`config.mk`:
```
export PLATFORM = sky130hd
export DESIGN_NAME = md6_bram_mailbox
export DESIGN_NICKNAME = d
export VERILOG_FILES = /design/src/rtl/md6_mailbox_pkg.sv /design/src/rtl/md6_poll_timer.sv /design/src/rtl/md6_bram_mailbox.sv
export SDC_FILE = /design/constraint.sdc
export NUM_CORES = 1
export LEC_CHECK = 0
export ABC_AREA = 1
export CAP_MARGIN = 30
export CORE_MARGIN = 8
export CORE_UTILIZATION = 49
export CTS_BUF_LIST = sky130_fd_sc_hd__clkbuf_16
export DETAILED_ROUTE_END_ITERATION = 10
export PLACE_DENSITY = 0.88
export REMOVE_ABC_BUFFERS = 1
export SLEW_MARGIN = 20
export SYNTH_ARGS = -nofsm -noshare
export SYNTH_HDL_FRONTEND = slang
export SYNTH_SLANG_ARGS = --single-unit
```
`constraint.sdc`:
```
create_clock -name CLK -period 6.7 [get_ports CLK]
set_input_delay 1.34 -clock CLK [delete_from_list [all_inputs] [get_ports CLK]]
set_output_delay 1.34 -clock CLK [all_outputs]
set_load 0.01 [all_outputs]
```
`src/rtl/md6_mailbox_pkg.sv`:
```
// MD6 BRAM mailbox shared definitions: word offsets, FSM states,
// status word layout and mailbox address helper.
package md6_mailbox_pkg;

  localparam int unsigned ADDR_W = 14;

  localparam logic [2:0] OFF_DB   = 3'd0;
  localparam logic [2:0] OFF_SRC  = 3'd1;
  localparam logic [2:0] OFF_DST  = 3'd2;
  localparam logic [2:0] OFF_CNT  = 3'd3;
  localparam logic [2:0] OFF_CSUM = 3'd4;
  localparam logic [2:0] OFF_STAT = 3'd5;

  localparam int unsigned ST_DONE_BIT = 0;
  localparam int unsigned ST_ERR_BIT  = 1;
  localparam int unsigned ST_CODE_LSB = 8;

  typedef enum logic [2:0] {
    S_IDLE,
    S_POLL,
    S_FETCH,
    S_CHECK,
    S_ISSUE,
    S_BUSY,
    S_WRSTAT,
    S_CLRDB
  } state_e;

  // Mailbox word address, wrapping at the top of the BRAM
  function automatic logic [ADDR_W-1:0] mbox_addr(
    input logic [ADDR_W-1:0] base,
    input logic [2:0]        off
  );
    return base + {{(ADDR_W-3){1'b0}}, off};
  endfunction

  function automatic logic [31:0] status_word(
    input logic [7:0] code,
    input logic       err
  );
    logic [31:0] w;
    w = '0;
    w[ST_DONE_BIT] = 1'b1;
    w[ST_ERR_BIT] = err;
    w[ST_CODE_LSB +: 8] = code;
    return w;
  endfunction

endpackage

```
`src/rtl/md6_poll_timer.sv`:
```
// Doorbell poll interval counter: load restarts, tick advances,
// expire flags the last idle cycle of the interval.
module md6_poll_timer
  import md6_mailbox_pkg::*;
#(
  parameter int unsigned INTERVAL = 16
) (
  input  logic clk_i,
  input  logic rst_i,
  input  logic load_i,
  input  logic tick_i,
  output logic expire_o
);

  localparam logic [15:0] LAST = 16'(INTERVAL - 1);

  logic [15:0] cnt_q;
  logic [15:0] cnt_d;

  assign expire_o = tick_i && (cnt_q == LAST);

  // Next count: restart on load or expiry, otherwise advance on tick
  always_comb begin
    cnt_d = cnt_q;
    if (load_i || expire_o) begin
      cnt_d = '0;
    end else if (tick_i) begin
      cnt_d = cnt_q + 16'd1;
    end
  end

  // Count register
  always_ff @(posedge clk_i or posedge rst_i) begin
    if (rst_i) begin
      cnt_q <= '0;
    end else begin
      cnt_q <= cnt_d;
    end
  end

endmodule

```
`src/rtl/md6_bram_mailbox.sv`:
```
// BRAM mailbox poller feeding commands to the MD6 engine.
// Optional MD6_MAILBOX_CHECKSUM_EN adds a word-4 checksum check.
module md6_bram_mailbox
  import md6_mailbox_pkg::*;
#(
  parameter logic [13:0] MBOX_BASE     = 14'h0000,
  parameter int unsigned POLL_INTERVAL = 16
) (
  input  logic        CLK,
  input  logic        RST,
  output logic [13:0] bramAddr,
  output logic [31:0] bramDout,
  output logic [3:0]  bramWEN,
  output logic        bramEN,
  input  logic [31:0] bramDin,
  output logic        cmd_valid,
  input  logic        cmd_ready,
  output logic [31:0] cmd_src,
  output logic [31:0] cmd_dst,
  output logic [15:0] cmd_count,
  input  logic        done_valid,
  input  logic [7:0]  done_code,
  output logic        done_ready
);

`ifdef MD6_MAILBOX_CHECKSUM_EN
  localparam logic [2:0] FETCH_N = 3'd4;
`else
  localparam logic [2:0] FETCH_N = 3'd3;
`endif

  state_e      state_q, state_d;
  logic [2:0]  fidx_q, fidx_d;
  logic        rd_pend_q, rd_pend_d;
  logic [2:0]  rd_off_q, rd_off_d;
  logic [31:0] src_q, src_d;
  logic [31:0] dst_q, dst_d;
  logic [15:0] cnt_q, cnt_d;
  logic [7:0]  code_q, code_d;
  logic        err_q, err_d;
`ifdef MD6_MAILBOX_CHECKSUM_EN
  logic [31:0] csum_q, csum_d;
`endif

  logic tmr_load;
  logic tmr_tick;
  logic tmr_expire;
  logic go_seen;
  logic chk_fail;

  md6_poll_timer #(
    .INTERVAL(POLL_INTERVAL)
  ) u_timer (
    .clk_i   (CLK),
    .rst_i   (RST),
    .load_i  (tmr_load),
    .tick_i  (tmr_tick),
    .expire_o(tmr_expire)
  );

  // Doorbell data returns during the first idle cycle after a poll
  assign go_seen = rd_pend_q && (rd_off_q == OFF_DB) && bramDin[0];

`ifdef MD6_MAILBOX_CHECKSUM_EN
  assign chk_fail = (cnt_q == 16'h0) ||
                    (csum_q != (src_q ^ dst_q ^ {16'h0, cnt_q}));
`else
  assign chk_fail = (cnt_q == 16'h0);
`endif

  assign cmd_valid  = (state_q == S_ISSUE);
  assign done_ready = (state_q == S_BUSY);
  assign cmd_src    = src_q;
  assign cmd_dst    = dst_q;
  assign cmd_count  = cnt_q;
  assign rd_pend_d  = bramEN && (bramWEN == 4'h0);

  // Next state, BRAM access generation and mailbox word capture
  always_comb begin
    state_d  = state_q;
    fidx_d   = fidx_q;
    rd_off_d = OFF_DB;
    src_d    = src_q;
    dst_d    = dst_q;
    cnt_d    = cnt_q;
    code_d   = code_q;
    err_d    = err_q;
`ifdef MD6_MAILBOX_CHECKSUM_EN
    csum_d   = csum_q;
`endif
    bramEN   = 1'b0;
    bramWEN  = 4'h0;
    bramAddr = 14'h0;
    bramDout = 32'h0;
    tmr_load = 1'b0;
    tmr_tick = 1'b0;

    if (rd_pend_q) begin
      unique case (rd_off_q)
        OFF_SRC: src_d = bramDin;
        OFF_DST: dst_d = bramDin;
        OFF_CNT: cnt_d = bramDin[15:0];
`ifdef MD6_MAILBOX_CHECKSUM_EN
        OFF_CSUM: csum_d = bramDin;
`endif
        default: ;
      endcase
    end

    unique case (state_q)
      S_IDLE: begin
        if (go_seen) begin
          fidx_d  = 3'd0;
          state_d = S_FETCH;
        end else begin
          tmr_tick = 1'b1;
          if (tmr_expire) begin
            state_d = S_POLL;
          end
        end
      end
      S_POLL: begin
        bramEN   = 1'b1;
        bramAddr = mbox_addr(MBOX_BASE, OFF_DB);
        rd_off_d = OFF_DB;
        tmr_load = 1'b1;
        state_d  = S_IDLE;
      end
      S_FETCH: begin
        if (fidx_q < FETCH_N) begin
          rd_off_d = OFF_SRC + fidx_q;
          bramEN   = 1'b1;
          bramAddr = mbox_addr(MBOX_BASE, rd_off_d);
          fidx_d   = fidx_q + 3'd1;
        end else begin
          state_d = S_CHECK;
        end
      end
      S_CHECK: begin
        code_d = 8'h00;
        if (chk_fail) begin
          err_d   = 1'b1;
          state_d = S_WRSTAT;
        end else begin
          err_d   = 1'b0;
          state_d = S_ISSUE;
        end
      end
      S_ISSUE: begin
        if (cmd_ready) begin
          state_d = S_BUSY;
        end
      end
      S_BUSY: begin
        if (done_valid) begin
          code_d  = done_code;
          err_d   = |done_code;
          state_d = S_WRSTAT;
        end
      end
      S_WRSTAT: begin
        bramEN   = 1'b1;
        bramWEN  = 4'hF;
        bramAddr = mbox_addr(MBOX_BASE, OFF_STAT);
        bramDout = status_word(code_q, err_q);
        state_d  = S_CLRDB;
      end
      S_CLRDB: begin
        bramEN   = 1'b1;
        bramWEN  = 4'hF;
        bramAddr = mbox_addr(MBOX_BASE, OFF_DB);
        tmr_load = 1'b1;
        state_d  = S_IDLE;
      end
      default: state_d = S_IDLE;
    endcase
  end

  // State and datapath registers
  always_ff @(posedge CLK or posedge RST) begin
    if (RST) begin
      state_q   <= S_IDLE;
      fidx_q    <= 3'd0;
      rd_pend_q <= 1'b0;
      rd_off_q  <= OFF_DB;
      src_q     <= 32'h0;
      dst_q     <= 32'h0;
      cnt_q     <= 16'h0;
      code_q    <= 8'h0;
      err_q     <= 1'b0;
`ifdef MD6_MAILBOX_CHECKSUM_EN
      csum_q    <= 32'h0;
`endif
    end else begin
      state_q   <= state_d;
      fidx_q    <= fidx_d;
      rd_pend_q <= rd_pend_d;
      rd_off_q  <= rd_off_d;
      src_q     <= src_d;
      dst_q     <= dst_d;
      cnt_q     <= cnt_d;
      code_q    <= code_d;
      err_q     <= err_d;
`ifdef MD6_MAILBOX_CHECKSUM_EN
      csum_q    <= csum_d;
`endif
    end
  end

endmodule
```
After elaboration in Yosys (flattened, before gate mapping). Index checks and enable logic that the tools add are counted.

Register bits after elaboration: 115. Bits of input ports: 44. Logic and storage cells: 80. Bits in writable memories: 0. Bits in latches: 0. Memory bits (read-only): 0. Memories kept: 0.

Equal/unequal tests: 17. Shifts and indexed selects: 0. $mul: 0. Bitwise operators: 0. Mux-type cells: 28. Order comparisons: 1. Add/sub/neg operators: 2. Reduce and logical (&&, ||, !) cells: 22. Divide/modulo/power cells: 0.

Operators with widths (count): 2-to-1 mux 16 bit (3); 2-to-1 mux 3 bit (10); one-hot mux 3 bit (7 select lines) (1); adder 16 x 1 -> 16 bit, second input constant (1); == test 16 x 4 -> 1 bit, second input constant (1); zero test 16 bit (1); one-hot mux 8 bit (2 select lines) (1); == test 3 x 2 -> 1 bit, second input constant (4); == test 3 bit, second input constant (4); one-hot mux 3 bit (2 select lines) (2); 2-to-1 mux 8 bit (1); != test 2 bit, second input constant (4); AND reduction 2 bit (4); OR reduction 8 bit (1); == test 3 x 1 -> 1 bit, second input constant (2); zero test 3 bit (2); 2-to-1 mux 1 bit (6); nonzero test 2 bit (3); logical AND 1 bit (4); zero test 4 bit (1); 2-to-1 mux 4 bit (1); one-hot mux 1 bit (2 select lines) (2); AND reduction 4 bit (1); OR reduction 2 bit (2); 8 further kinds (8).

Logic depth before layout (Yosys ltp).
Word-level depth: 9. Mapped depth: 9.

Cells and area by module. A second synthesis with hierarchy kept.

Cell total of the unflattened synthesis: 633. Area total of the unflattened synthesis: 5290.1 µm².

By module, submodules not included: md6_bram_mailbox (cells each 491, area an instance 4286.6 µm², times used 1); md6_poll_timer (cells each 142, area an instance 1003.5 µm², times used 1).

Worst setup path before layout. OpenSTA, ideal clock, no wires.

Kind: reg2out. Start point: register state_q[0]. End point: output bramDout[10]. Required time: 5.360 ns. Cell stages (with the launch flop): 7. Data arrival time: 1.251 ns. Path buffers: 1. Path slack: 4.109 ns. Cell sequence: dfrtp_1 -> inv_1 -> nand2_1 -> nor2_1 -> inv_1 -> buf_2 -> nor2_1.

Word-level cells in the longest chain between the ends: 2.

Ends and longest elaborated chain: start, declared (line md6_bram_mailbox.sv:32) `state_e state_q, state_d;`; start signal, assigned (line md6_bram_mailbox.sv:195) `state_q <= state_d;`; == test 3 bit (line md6_bram_mailbox.sv:110) `unique case (state_q)`; 2-to-1 mux 16 bit (line md6_bram_mailbox.sv:110); end, declared (line md6_bram_mailbox.sv:12) `output logic [31:0] bramDout,`.

Every way passes these cells.

Worst setup path in the final report.
Start point: register state_q[0]. End point: output bramAddr[0].

Word-level cells in the longest chain between the ends: 2. Elaborated cells on any way between the ends: 3. Those cells by class: eq/ne (2); mux (1).

Ends and longest elaborated chain: == test 3 bit / == test 3 x 2 -> 1 bit (equally long branches) (line md6_bram_mailbox.sv:110); one-hot mux 3 bit (2 select lines) * (line md6_bram_mailbox.sv:110); end, declared (line md6_bram_mailbox.sv:11) `output logic [13:0] bramAddr,`.

Mark *: on every way between the ends. The rest lies on a longest branch, timed or not.

==> results.md <==
Run status:
- The run finished with clean final reports.

GRT:
- The aggregate global routing overflow is 0.
- The most heavily used metal layer in global routing is met2.
- The total routing resource utilization after global routing is 19.07%.
- The via count of the first global-routing pass is 4585.
- The first global-routing pass estimated 22.31 mm of wire.
- The largest net degree at the start of global routing is 69.
- The initial antenna violation count was 0.
- For met3 alone, demand over resource in global routing was 6.153%.
- For this run, global-route usage on met2 was measured as 32.38%.
- The met1 track utilization from global routing is 21.96%.

Setup path:
- The largest stage delay on the critical path is 0.56 ns.
- The cell seen most often among critical-path stages is sky130_fd_sc_hd__inv_1.
- The endpoint type of the worst setup path is a primary output.
- The critical register-to-register path startpoint is u_timer.cnt_q[0].
- The category of the critical setup timing path is reg2out.
- The register-to-register setup slack is 4.71 ns.
- On the critical path, the stage with the largest delay is an instance of sky130_fd_sc_hd__clkdlybuf4s50_1.
- The type of element launching the critical path is a register.
- In this run the worst path has a maximum fanout of 8.
- The worst reg-to-reg path cell count is 6.
- The data required time of the worst path is 5.36 ns.
- The endpoint of the worst-slack reg-to-reg timing path is u_timer.cnt_q[14].
- The critical path goes through inv_1, nand3_1, nor2_1, inv_1, nor2_1, inv_1, nand2_1, clkdlybuf4s50_1.
- At the worst endpoint, the arrival time is 2.31 ns.

Detailed routing:
- For this run, design rule violations remaining after detail routing come to 0.
- Across all layers, the routed design uses 4499 vias.
- The routed wire length is 13.38 mm.
- The detailed router's first-iteration violation count is 275.
- The routed length per instance is 14.42 um.
- The final antenna-violating net count is 0.
- The length of the first detailed-routing pass in iterations is 4.
- The routed via count divided by cell count is 4.848.

CTS:
- Buffers added to address setup during post-CTS repair amount to 0.
- TritonCTS built the clock tree.
- The post-CTS resize count is 0.
- The CTS buffer count is 17.
- The clock tree synthesis step divided the H-tree into 4 levels.
- The clock net in this run drives a total of 115 sinks.
- The total of hold buffers inserted after clock tree synthesis is 0.
- After clock tree synthesis, the clock-pin slew on the worst setup and hold paths is 0.06 ns.
- At the later pin of the worst-skew pair, clock insertion delay measures 0.40 ns.
- The clock passes through at most 2 buffers.
- The tree is rooted in a sky130_fd_sc_hd__clkbuf_16.

Placed design:
- The weighted congestion at the end of routability-driven global placement is 0.8678.
- In this run the tool buffered the top-level ports with 143 buffer cells.
- The HPWL after detailed placement is 9.337 mm.

Synth:
- The share of synthesized registers carrying an async set or reset is 100.0%.
- The commonest cells after synthesis are sky130_fd_sc_hd__nand2_1, sky130_fd_sc_hd__dfrtp_1, sky130_fd_sc_hd__o21ai_0, sky130_fd_sc_hd__inv_1, sky130_fd_sc_hd__nor2_1.
- The Yosys warning count is 0.
- The number of enable flip-flop cells after synthesis is 0.
- Ranked by total cell area, the synthesized netlist is headed by sky130_fd_sc_hd__dfrtp_1, sky130_fd_sc_hd__nand2_1, sky130_fd_sc_hd__o21ai_0.
- The sequential element share of the synthesized area is 54.66%.
- The post-synthesis area per instance is 8.291 sq um.
- The number of instances in the synthesized netlist is 635.
- The number of unique standard cell types used by synthesis is 25.
- Among all flip-flop cells after synthesis, the most frequent one is sky130_fd_sc_hd__dfrtp_1.
- Summed over its instances, the top area cell type makes up 54.66% of the synthesized netlist area.
- The number of synthesized register bits is 115.
- The cell type with the highest aggregate area in the netlist is sky130_fd_sc_hd__dfrtp_1.
- The most common cell in the synthesized netlist is sky130_fd_sc_hd__nand2_1.
- Summing every instance area after synthesis gives 5265 sq um.

Final layout:
- The number of diodes is 0.
- The final layout contains 821 nets.
- The area added between synthesis and finish is 38.47%.
- In the final layout, the share of cells above drive strength 1 is 5.711%.

Floorplan:
- The number of primary I/O pins is 177.
- The initial core utilization is 49.44%.
- The core footprint is 10650 sq um.
- The die is 119.7 um wide.
- The area of the die is 14320 sq um.
- Measured along the y axis, the die boundary spans 119.7 um.
- The number of standard-cell rows in the floorplan is 38.

Power:
- The leakage power is 0.003568 uW.
- The power density relative to cell area is 452.5 nW/um^2.
- Across the VDD grid, the largest voltage drop is 0.2366 mV.

Hold path:
- The worst hold path endpoint is cmd_dst[20].
- The class of the tightest hold or removal check is reg2reg.
- In this run the most critical hold path is launched from cmd_dst[20].
- The cell count of the worst hold path is 2.

STA:
- Setup repair after global routing left no endpoint under its margin.
- The time the worst path needs with I/O delays and setup is 3.654 ns.
- The final max-slew violation count is 0.
- The setup skew after layout is 0.009489 ns.
- The post-route clock period utilization is 54.53%.
- The actual transition at the worst max-transition pin is 0.8750 ns.
- Hold timing on the final database bottoms out at a slack of 0.4803 ns.
- The relative max-transition margin is 41.67%.
- The total setup violations reported at the end of the flow is 0.
- The number of failing hold endpoints at the final stage was 0.
- In the final timing run, aggregate negative setup slack is 0 ns.
- Based on the critical path, the design can be clocked at up to 273.7 MHz.

Run:
- The number of violations of the max-capacitance limit is 0.
==> cells in the final DEF, fill, tap and decap left out, drive strengths merged, types with 2 or more instances in the layout <==
cell type,synthesis,routed
bufinv,0,4
nand3b,2,2
clkbuf,15,17
nor3,2,2
clkdlybuf4s50,0,143
o21ai,98,98
clkinv,0,5
inv,70,76
dfrtp,115,115
nor2,63,63
xor2,3,3
nand3,32,32
nand4,11,11
a21oi,6,6
conb,1,33
or2,2,2
buf,43,4
ha,2,2
nand2,168,168
==> flip-flops by register name, summed over array words and instances (netlist names) <==
name	cells
u_timer.cnt_q	16
cmd_src	32
state_q	3
cmd_count	16
fidx_q	3
cmd_dst	32
rd_pend_q	1
err_q	1
rd_off_q	3
code_q	8
==> through the flow <==
stage	power (uW)	util, %	worst slack (ns)	instance area, sq um	instances
global placement	2286	62.25	3.622	6630	895
CTS	3325	68.46	3.049	7291	928
floorplan	1646	-	2.316	4994	609
finish	3299	68.46	3.046	7291	928
detailed placement	2322	62.39	3.583	6645	896
global route	3499	68.46	2.901	7291	928
==> area by class of cell <==
cell class                      count  area [sq um]
Multi-Input combinational cell    424          1858
Fill cell                         850          3359
Tap cell                          140         175.2
Timing Repair Buffer              147          1469
Clock buffer                       17         425.4
Clock inverter                     15         220.2
Inverter                           70         265.3
Sequential cell                   115          2878
==> critical path: cells and delay by family, from the launching register on <==
family / cells / cell delay (ns)
buffers and inverters: 4 / 0.96
flip-flops: 1 / 0.43
AND/OR/NAND/NOR: 4 / 0.50
==> kinds of logic (layout without fill, tap and decap cells) <==
logic type	after synthesis	after routing	synth area share, %
and+or+nand+nor	280	280	21.72
xor gates and xnor gates	3	3	0.4991
AOI/OAI and AO/OA	106	106	10.15
other	1	33	0.07122
DFF	115	115	54.66
adders and majority gates	2	2	0.4752
buffers and inverters	128	249	12.43
==> per-layer routing <==
| metal | vias to the layer above | share of wire [%] |
|---|---|---|
| met1 | 2115 | 41 |
| met4 | 0 | 2.1 |
| met5 | - | 0 |
| met2 | 144 | 50 |
| li1 | 2216 | - |
| met3 | 24 | 6.9 |
==> how the worst max path moves through the flow <==
stage / from / to / cells past startpoint
6_report: state_q[0] / bramAddr[0] / 8
5_1_grt: state_q[0] / bramAddr[0] / 8
4_1_cts: state_q[0] / bramAddr[0] / 8
3_5_place_dp: state_q[0] / bramAddr[0] / 8
3_3_place_gp: state_q[0] / bramAddr[0] / 8
2_1_floorplan: RST / cmd_count[0] / 1
==> where the power goes <==
part	total (uW)	leakage (uW)	internal [uW]	switching, uW
Combinational	1210	0.00191	585	622
Sequential	1110	0.00134	956	154
Clock	981	0.000318	635	346
Total	3300	0.00357	2180	1120
(Power assumes the default switching activity.)
